$ cat src/rtl/neuron_event_arbiter.sv
// Merges NUM_NEURONS per-neuron event FIFOs into one stream through a
// round-robin grant and a single registered output slot.
module neuron_event_arbiter #(
   parameter int unsigned NUM_NEURONS = 4,
   parameter int unsigned SCORE_W     = 4,
   parameter int unsigned ID_W        = 2,
   parameter int unsigned CNT_W       = 16
) (
   input  logic                           clk,
   input  logic                           rst,
   input  logic [NUM_NEURONS-1:0]         fifo_valid,
   input  logic [NUM_NEURONS*SCORE_W-1:0] fifo_score,
   output logic [NUM_NEURONS-1:0]         fifo_ready,
   output logic                           evt_valid,
   output logic [ID_W-1:0]                evt_id,
   output logic [SCORE_W-1:0]             evt_score,
   input  logic                           evt_ready,
   output logic [CNT_W-1:0]               evt_count
);

   logic [ID_W-1:0]    rr_ptr;
   logic [ID_W-1:0]    grant_id;
   logic [ID_W-1:0]    hi_id;
   logic [ID_W-1:0]    lo_id;
   logic [ID_W-1:0]    next_ptr;
   logic [SCORE_W-1:0] grant_score;
   logic               hi_hit;
   logic               lo_hit;
   logic               load_en;

   // Lowest valid index at or above rr_ptr wins; otherwise wrap to the lowest valid index.
   always_comb begin
      hi_hit = 1'b0;
      lo_hit = 1'b0;
      hi_id  = '0;
      lo_id  = '0;
      for (int i = int'(NUM_NEURONS) - 1; i >= 0; i--) begin
         if (fifo_valid[i] && (ID_W'(i) >= rr_ptr)) begin
            hi_hit = 1'b1;
            hi_id  = ID_W'(i);
         end
         if (fifo_valid[i]) begin
            lo_hit = 1'b1;
            lo_id  = ID_W'(i);
         end
      end
      grant_id = hi_hit ? hi_id : lo_id;
   end

   // Ready never looks at score data, and stays low throughout reset.
   always_comb begin
      load_en     = !evt_valid || evt_ready;
      fifo_ready  = '0;
      grant_score = '0;
      for (int i = 0; i < int'(NUM_NEURONS); i++) begin
         if (grant_id == ID_W'(i)) begin
            fifo_ready[i] = !rst && load_en && lo_hit;
            grant_score   = fifo_score[i*SCORE_W +: SCORE_W];
         end
      end
      next_ptr = (grant_id == ID_W'(NUM_NEURONS - 1)) ? '0 : grant_id + ID_W'(1);
   end

   always_ff @(posedge clk) begin
      if (rst) begin
         evt_valid <= 1'b0;
         evt_id    <= '0;
         evt_score <= '0;
         evt_count <= '0;
         rr_ptr    <= '0;
      end else begin
         if (load_en) begin
            if (lo_hit) begin
               evt_valid <= 1'b1;
               evt_id    <= grant_id;
               evt_score <= grant_score;
               rr_ptr    <= next_ptr;
            end else begin
               evt_valid <= 1'b0;
            end
         end
         // Saturating count of downstream accepts.
         if (evt_valid && evt_ready && (evt_count != '1)) begin
            evt_count <= evt_count + CNT_W'(1);
         end
      end
   end

endmodule

$ cat config.mk
export PLATFORM = sky130hd
export DESIGN_NAME = neuron_event_arbiter
export DESIGN_NICKNAME = d
export VERILOG_FILES = /design/src/rtl/neuron_event_arbiter.sv
export SDC_FILE = /design/constraint.sdc
export NUM_CORES = 1
export LEC_CHECK = 0
export CAP_MARGIN = 30
export CORE_MARGIN = 4
export CORE_UTILIZATION = 40
export DETAILED_ROUTE_END_ITERATION = 8
export GPL_TIMING_DRIVEN = 0
export HOLD_SLACK_MARGIN = 0.06
export PLACE_DENSITY = 0.75
export SLEW_MARGIN = 20
export SYNTH_ARGS = -nofsm -noshare
export SYNTH_HDL_FRONTEND = slang
export SYNTH_SLANG_ARGS = --single-unit
$ cat constraint.sdc
create_clock -name clk -period 2.15 [get_ports clk]
set_clock_uncertainty 0.1 [all_clocks]
set_input_delay 0.3225 -clock clk [delete_from_list [all_inputs] [get_ports clk]]
set_output_delay 0.3225 -clock clk [all_outputs]
set_load 0.01 [all_outputs]
Word level (Yosys, flattened, before mapping). Cells that the tools add are included.

Flip-flop bits (word level): 25. Logic and storage cells: 55. Output and inout bits: 27. Bits of input ports: 23.

Order comparisons: 4. Multiplexer cells: 27. Equality and inequality tests: 4. Add/sub/neg operators: 2. Reductions and logical operators: 13.

Operators with widths (count): $mux 2 (10); $add 16x1->16 const B (1); $mux 4 (4); $ne 16x16->1 const B (1); $mux 1 (13); $logic_and 1x1->1 (8); $eq 2x2->1 const B (2); $ge 1x2->1 const A (2); $ge 2x2->1 const A (2); $add 2x1->2 const B (1); $eq 2x1->1 const B (1); $logic_not 1->1 (2); $logic_not 2->1 (1); $reduce_and 2->1 (1); $logic_or 1x1->1 (1).

Logic depth before layout (Yosys ltp). Gate-level depths: netlist (run 1).

Depth in word-level cells: 12. Depth in mapped cells: 10. Depth with buffers taken out: 9.

Worst setup path after synthesis (run 1). No wires, ideal clock.

Kind: input-to-reg. Start point: input fifo_valid[2]. End point: register evt_score[0]. Stages on the path: 10. Slack: -23 ps. Path buffers: 1. Data required time: 1920 ps. Library setup time: 130 ps. Data arrival time: 1943 ps. Cells stage by stage: nor2b_1 a21o_1 a221oi_1 inv_1 ha_1 clkbuf_1 a21oi_1 o21ai_0 a22oi_1 a21oi_1.

Cells in the longest elaborated chain, start to end: 10. Elaborated cells on any way between the ends: 23. Classes of those cells: eq/ne (3); mux (17); reduce/logical (3).

Ends and longest elaborated chain: start: declaration (line 11) `input logic [NUM_NEURONS-1:0] fifo_valid,`; $logic_and 1x1->1 (line 38) `if (fifo_valid[i] && (ID_W'(i) >= rr_ptr)) begin`; $mux 2 / $mux 1 (equally long branches) (3 in series) (line 38); $mux 2 (*) (line 47) `grant_id = hi_hit ? hi_id : lo_id;`; net grant_id[0] (line 22) `logic [ID_W-1:0] grant_id;`; $logic_not 2->1 (line 56) `if (grant_id == ID_W'(i)) begin`; $mux 4 (3 in series) (line 56); $mux 4 (*) (line 56); end signal: assignment (line 76) `evt_score <= grant_score;`; end: declaration (line 16) `output logic [SCORE_W-1:0] evt_score,`.

Mark *: on every way through the listed nets, which the timed path passes. The rest lies on a longest branch. A chain may end at the register's enable or synchronous reset.

Worst setup path in the final report (run 1).
Start point: register rr_ptr[1]. End point: output fifo_ready[3].

Cells in the longest elaborated chain, start to end: 9. Elaborated cells on any way between the ends: 19. Classes of those cells: order compare (4); eq/ne (1); mux (10); reduce/logical (4).

Ends and longest elaborated chain: start: declaration (line 21) `logic [ID_W-1:0] rr_ptr;`; start signal: assignment (line 77) `rr_ptr <= next_ptr;`; $ge 2x2->1 (line 38); $logic_and 1x1->1 (line 38); $mux 2 / $mux 1 (equally long branches) (4 in series) (line 38); $mux 2 (*) (line 47); net grant_id[0] (line 22); $eq 2x2->1 (*) (line 56); $mux 1 (*) (line 56); end: declaration (line 13) `output logic [NUM_NEURONS-1:0] fifo_ready,`.

Marked as above.

==> results of run 1 <==
## final cells by class
class | count | area share, %
well taps | 46 | 2.59
flip-flops and latches | 25 | 22.7
inverters | 11 | 1.85
plain buffers | 5 | 1.35
clock buffers | 4 | 1.18
multi-input cells | 133 | 44.0
repair buffers | 63 | 26.3
## placed cells by master (no fill, tap or decap), types with 4 or more instances in the layout
cell type,instances
clkdlybuf4s50_1,40
dfxtp_1,23
o21ai_0,11
nor2_1,4
or3_1,6
buf_6,4
ha_4,4
clkbuf_4,4
o21ai_1,6
buf_4,13
nand4_1,6
and3_1,5
a22oi_1,4
clkbuf_1,4
a21oi_1,26
o31ai_1,4
inv_1,8
nand2_1,12
## worst max-delay path, stage by stage (launching register included)
cell      delay (ns)
dfxtp_4         0.37
buf_4           0.15
a21oi_1         0.30
a221oi_4        0.08
buf_6           0.15
buf_6           0.11
ha_4            0.15
and3_4          0.14
buf_6           0.11
## power groups by stage
stage | Combinational [uW] | Sequential [uW] | Clock [uW]
final | 426 | 509 | 218
after global routing | 471 | 512 | 235
after CTS | 414 | 509 | 217
after detailed placement | 308 | 520 | 0
after global placement | 304 | 519 | 0
after floorplan | 165 | 527 | 0
## cells by family after synthesis
logic type / count (synthesis)
adders and majority gates: 5
muxes: 1
and+or+nand+nor: 64
buffers and inverters: 19
DFF: 25
xor gates and xnor gates: 1
AOI/OAI and AO/OA: 62
## final timing paths
kind | from | slack (ns) | to | cells after the start
min reg2reg | evt_count[15] | 0.41 | evt_count[15] | 2
max | rr_ptr[1] | -0.14 | fifo_ready[3] | 8
max reg2reg | evt_count[0] | 0.10 | evt_count[14] | 5
min | rst | 0.28 | evt_count[2] | 2
## registers in the layout, summed over array words and instances (netlist names)
signal	cells
evt_count	16
rr_ptr	2
evt_id	2
evt_score	4
evt_valid	1
## metal layers
metal / vias up / track usage, % / part of all wire, %
met2: 31 / 32.5 / 51
met3: 9 / 2.46 / 2.7
met1: 736 / 23.2 / 45
met4: 0 / 6.45 / 1.9
met5: - / 0 / 0
li1: 789 / - / -
## stage by stage
stage / setup slack (ns) / std cells / power [uW] / setup TNS [ns] / util (%)
after floorplan: 0.124 / 177 / 692 / 0 / -
after global placement: -1.02 / 271 / 824 / -6.28 / 58.1
after detailed placement: -1.05 / 271 / 828 / -6.50 / 58.1
after CTS: -0.115 / 286 / 1140 / -0.202 / 64.7
after global routing: -0.188 / 287 / 1220 / -0.514 / 65.2
final: -0.143 / 287 / 1150 / -0.269 / 65.2
## timing repair
action                                  4_1_cts  5_1_grt
endpoints found under the setup margin       10        7
setup buffers                                15        1
resized for setup                            51        1
pin swaps                                     8        3
==> flow_metrics.py, run 1 <==
metrics = {
    "outcome": {
        "status": "finished with violations",
        "failed_checks": "setup timing",
    },
    "final_layout": {
        "drive_gt1_share_pct": 22.0,
        "multi_input_area_um2": 980,
        "fill_cells": 292,
        "seqCellArea_um2": 505,
        "post-route-cell-area_um2": 2230,
        "nets": 270,
        "area_growth_pct": 54.7,
        "diodes": 0,
    },
    "setup_path": {
        "arrival_ns": 1.87,
        "crit_fanout": 4,
        "setup.worst_path.start_class": "flop",
        "cp_data_required_time_ns": 1.73,
        "path_class": "flop to primary output",
        "endpoint_kind": "primary output",
    },
    "global_route": {
        "antenna_found_initial": 0,
        "overflow": 0,
        "grt_max_degree": 14,
        "grt_pass1_vias": 1499,
        "grt_pass1_wl_mm": 6.67,
        "grt_usage_pct": 18.6,
    },
    "power_and_ir_drop": {
        "netSwitchingFraction_pct": 31.2,
        "p_int_uw": 793,
        "p_leak_uw": 0.000868,
        "ir_drop_mv": 0.319,
        "p_seq_share_pct": 44.1,
        "p_per_area_nw_per_um2": 518,
        "switching_power_uw": 360,
        "clock_power_share_pct": 18.9,
        "comb_power_share_pct": 37.0,
    },
    "place": {
        "placed_cell_area_um2": 1980,
        "gp_congestion": 0.763,
        "portBuffers": 48,
        "dp_hpwl_mm": 2.84,
    },
    "floorplan": {
        "num_io_pins": 50,
        "initial_core_util_pct": 42.1,
        "die_h_um": 68.0,
        "dieArea_um2": 4620,
        "coreArea_um2": 3420,
        "num_rows": 21,
        "die_w_um": 68.0,
    },
    "synth": {
        "syn-cell-area_um2": 1440,
        "synth_area_leaders": "dfxtp_1 35%, a21oi_1 9.0%, ha_1 4.3%, o21ai_0 3.8%, nand2_1 3.1%",
        "synth_ff_type": "dfxtp_1",
        "synth.avg_cell_area_um2": 8.13,
        "yosys.area_share.simple_pct": 26.8,
        "synth_top_cell_by_area": "dfxtp_1",
        "synth_top_family_by_area": "compound AO/OA/AOI/OAI gates",
        "synthXorXnorAreaFrac_pct": 0.609,
        "synth_compound_area_share_pct": 27.3,
        "synth_edf_count": 0,
        "ys_seq_area_share_pct": 34.8,
        "synthDistinctLibCells": 40,
        "synthMostInstantiatedCell": "a21oi_1",
        "yosysTopAreaCellShare_pct": 34.8,
        "synthesis.instances": 177,
        "ys_ff_latch": 25,
        "synth_common_cells": "26 x a21oi_1, 25 x dfxtp_1, 12 x nand2_1, 11 x inv_1, 11 x o21ai_0",
        "synth_nets": 205,
        "async_flop_share_pct": 0,
        "synth_adder_area_share_pct": 4.35,
        "synth_mux_area_share_pct": 0.696,
        "ys_warn_count": 0,
    },
    "sta": {
        "finalWorstPathRequiredPeriod_ns": 2.29,
        "whs_ns": 0.276,
        "fmax_mhz": 436,
        "maxSlewViolCount": 0,
        "finalCritPeriodShare_pct": 107,
        "max_slew.worst_pin.slew_ns": 0.514,
        "rsz0062_at_grt": "true",
        "setup_slack_ns": -0.143,
        "setup_viol_count_final": 4,
        "finalHoldViolCount": 0,
        "slew_headroom_pct": 65.5,
    },
    "drt": {
        "ant_nets": 0,
        "post-route-drc-count": 0,
        "vias": 1565,
        "finalWirelength_mm": 4.09,
        "drtIter0Drc": 61,
        "vias_per_cell": 5.45,
        "routedWlPerCell_um": 14.2,
        "firstDrtPassIters": 4,
    },
    "clock_network": {
        "cts_tree": "done",
        "cts_made_buffers": 3,
        "cts_root_buf": "clkbuf_4",
        "clkLatencyLatePin_ns": 0.32,
        "cts_hold_repair.buffers": 0,
        "cts.sink_count": 25,
        "htreeDepth": 1,
        "cts_max_path_buffers": 2,
        "clkTransAtPathRegs_ns": 0.14,
    },
    "flow_run": {
        "cap_viol_max_count": 0,
    },
    "min_path": {
        "hold_path.class": "primary input to flop",
    },
}
(Power assumes the default switching activity.)
==> run 2, diff against run 1 <==
Settings changed: CORE_UTILIZATION 40 to 56, CTS_CLUSTER_DIAMETER set to 60, DONT_BUFFER_PORTS set to 1, PLACE_DENSITY 0.75 to 0.74.
==> flow_metrics.py, run 2 (synthesis gave the netlist of run 1 again) <==
metrics = {
    "power_and_ir_drop": {
        "p_per_area_nw_per_um2": 616,
        "ir_drop_mv": 0.477,
        "p_leak_uw": 0.000636,
    },
    "setup_path": {
        "rr_worst_depth": 5,
        "cp_data_required_time_ns": 1.73,
        "r2r-end": "evt_count[14]",
        "setup.worst_path.start_class": "flop",
        "path_class": "flop to primary output",
        "arrival_ns": 1.74,
        "endpoint_kind": "primary output",
        "worstReg2RegStart": "evt_count[0]",
        "startpoint": "rr_ptr[0]",
        "r2r_setup_slack_ns": 0.07,
        "crit_fanout": 4,
    },
    "global_route": {
        "grt_pass1_vias": 1373,
        "antenna_found_initial": 0,
        "grt_usage_pct": 21.4,
        "grt_pass1_wl_mm": 5.85,
        "overflow": 0,
        "grt_max_degree": 16,
    },
    "drt": {
        "routedWlPerCell_um": 17.0,
        "vias": 1404,
        "ant_nets": 0,
        "drtIter0Drc": 87,
        "finalWirelength_mm": 3.68,
        "post-route-drc-count": 0,
        "vias_per_cell": 6.50,
        "firstDrtPassIters": 4,
    },
    "sta": {
        "finalHoldViolCount": 0,
        "fin_tns_setup_ns": -0.0185,
        "max_slew.worst_pin.slew_ns": 0.618,
        "fmax_mhz": 462,
        "setup_viol_count_final": 2,
        "finalWorstPathRequiredPeriod_ns": 2.17,
        "maxSlewViolCount": 0,
        "finalCritPeriodShare_pct": 101,
        "rsz0062_at_grt": "true",
        "slew_headroom_pct": 58.4,
        "setup_slack_ns": -0.0163,
    },
    "final_layout": {
        "final_cell_mix": "24 x a21oi_1, 21 x dfxtp_1, 12 x nand2_1, 9 x inv_1, 9 x o21ai_0",
        "drive_gt1_share_pct": 25.8,
        "area_growth_pct": 18.4,
        "final_common_cell": "a21oi_1",
        "diodes": 0,
        "largest_reg_flops": 16,
        "nets": 215,
        "largest_register": "evt_count",
        "top_regs": "evt_count x16, evt_score x4",
    },
    "min_path": {
        "worstHoldStart": "evt_ready",
        "min_path_cells": 3,
        "min_to": "evt_valid",
        "hold_path.class": "primary input to flop",
    },
    "place": {
        "dp_hpwl_mm": 2.55,
        "portBuffers": 0,
        "gp_congestion": 0.841,
        "pre_cts_ws_ns": -0.124,
    },
    "floorplan": {
        "die_h_um": 58.7,
        "num_io_pins": 50,
        "die_w_um": 58.7,
        "dieArea_um2": 3440,
        "coreArea_um2": 2450,
        "initial_core_util_pct": 58.6,
        "num_rows": 18,
    },
    "clock_network": {
        "cts_hold_repair.buffers": 0,
        "cts_tree": "done",
        "clkLatencyLatePin_ns": 0.32,
        "cts_root_buf": "clkbuf_4",
        "htreeDepth": 1,
        "cts.sink_count": 25,
        "cts_max_path_buffers": 2,
        "clkTransAtPathRegs_ns": 0.15,
        "cts_made_buffers": 3,
    },
    "outcome": {
        "failed_checks": "setup timing",
        "status": "finished with violations",
    },
    "flow_run": {
        "cap_viol_max_count": 0,
    },
}
## run 2: critical path, cell delays in order, from the launching register on
cell and delay (ns):
dfxtp_2 0.38, nor2b_4 0.05, a21o_1 0.17, a221oi_4 0.35, buf_6 0.17, ha_4 0.13
and3_4 0.19
## run 2: final cells by class
cell class / instances / area, um^2
Multi-Input combinational cell: 133 / 990
Fill cell: 204 / 751
Sequential cell: 25 / 508
Timing Repair Buffer: 8 / 67.6
Inverter: 11 / 41.3
Tap cell: 30 / 37.5
Buffer: 5 / 30.0
Clock buffer: 3 / 22.5
Clock inverter: 1 / 7.51
## run 2: power by group
part           internal, uW  switching (uW)
Clock                  71.0             147
Combinational           143             159
Sequential              494            35.8
Total                   707             342
## run 2: how the worst max path moves through the flow
stage	endpoint	slack [ns]
2_1_floorplan	evt_score[0]	0.12
3_3_place_gp	evt_count[1]	-0.06
3_5_place_dp	evt_count[1]	-0.12
4_1_cts	fifo_ready[3]	-0.03
5_1_grt	fifo_ready[1]	-0.10
6_report	fifo_ready[3]	-0.02
## run 2: repair_timing
action / CTS / global route
gates cloned: 0 / 0
resized for setup: 26 / 11
pin swaps: 7 / 9
setup buffers: 5 / 3
setup endpoints to repair: 18 / 13
## run 2: per-stage QoR
step	utilization [%]	hold slack [ns]	cells	cell area, um^2	total power [uW]
finish	69.4	0.0950	216	1700	1050
global route	69.4	0.114	216	1700	1110
CTS	67.4	0.119	213	1660	1020
detailed placement	60.4	0.429	207	1480	733
global placement	60.4	0.409	207	1480	726
floorplan	-	0.386	177	1450	692
## run 2: metal layers
metal  track usage [%]  vias up  wire [um]
met4              7.12        0         51
li1                  -      685          -
met5                 0        -          0
met1              26.3      657       1580
met3              4.82        8        265
met2              37.0       54       1780
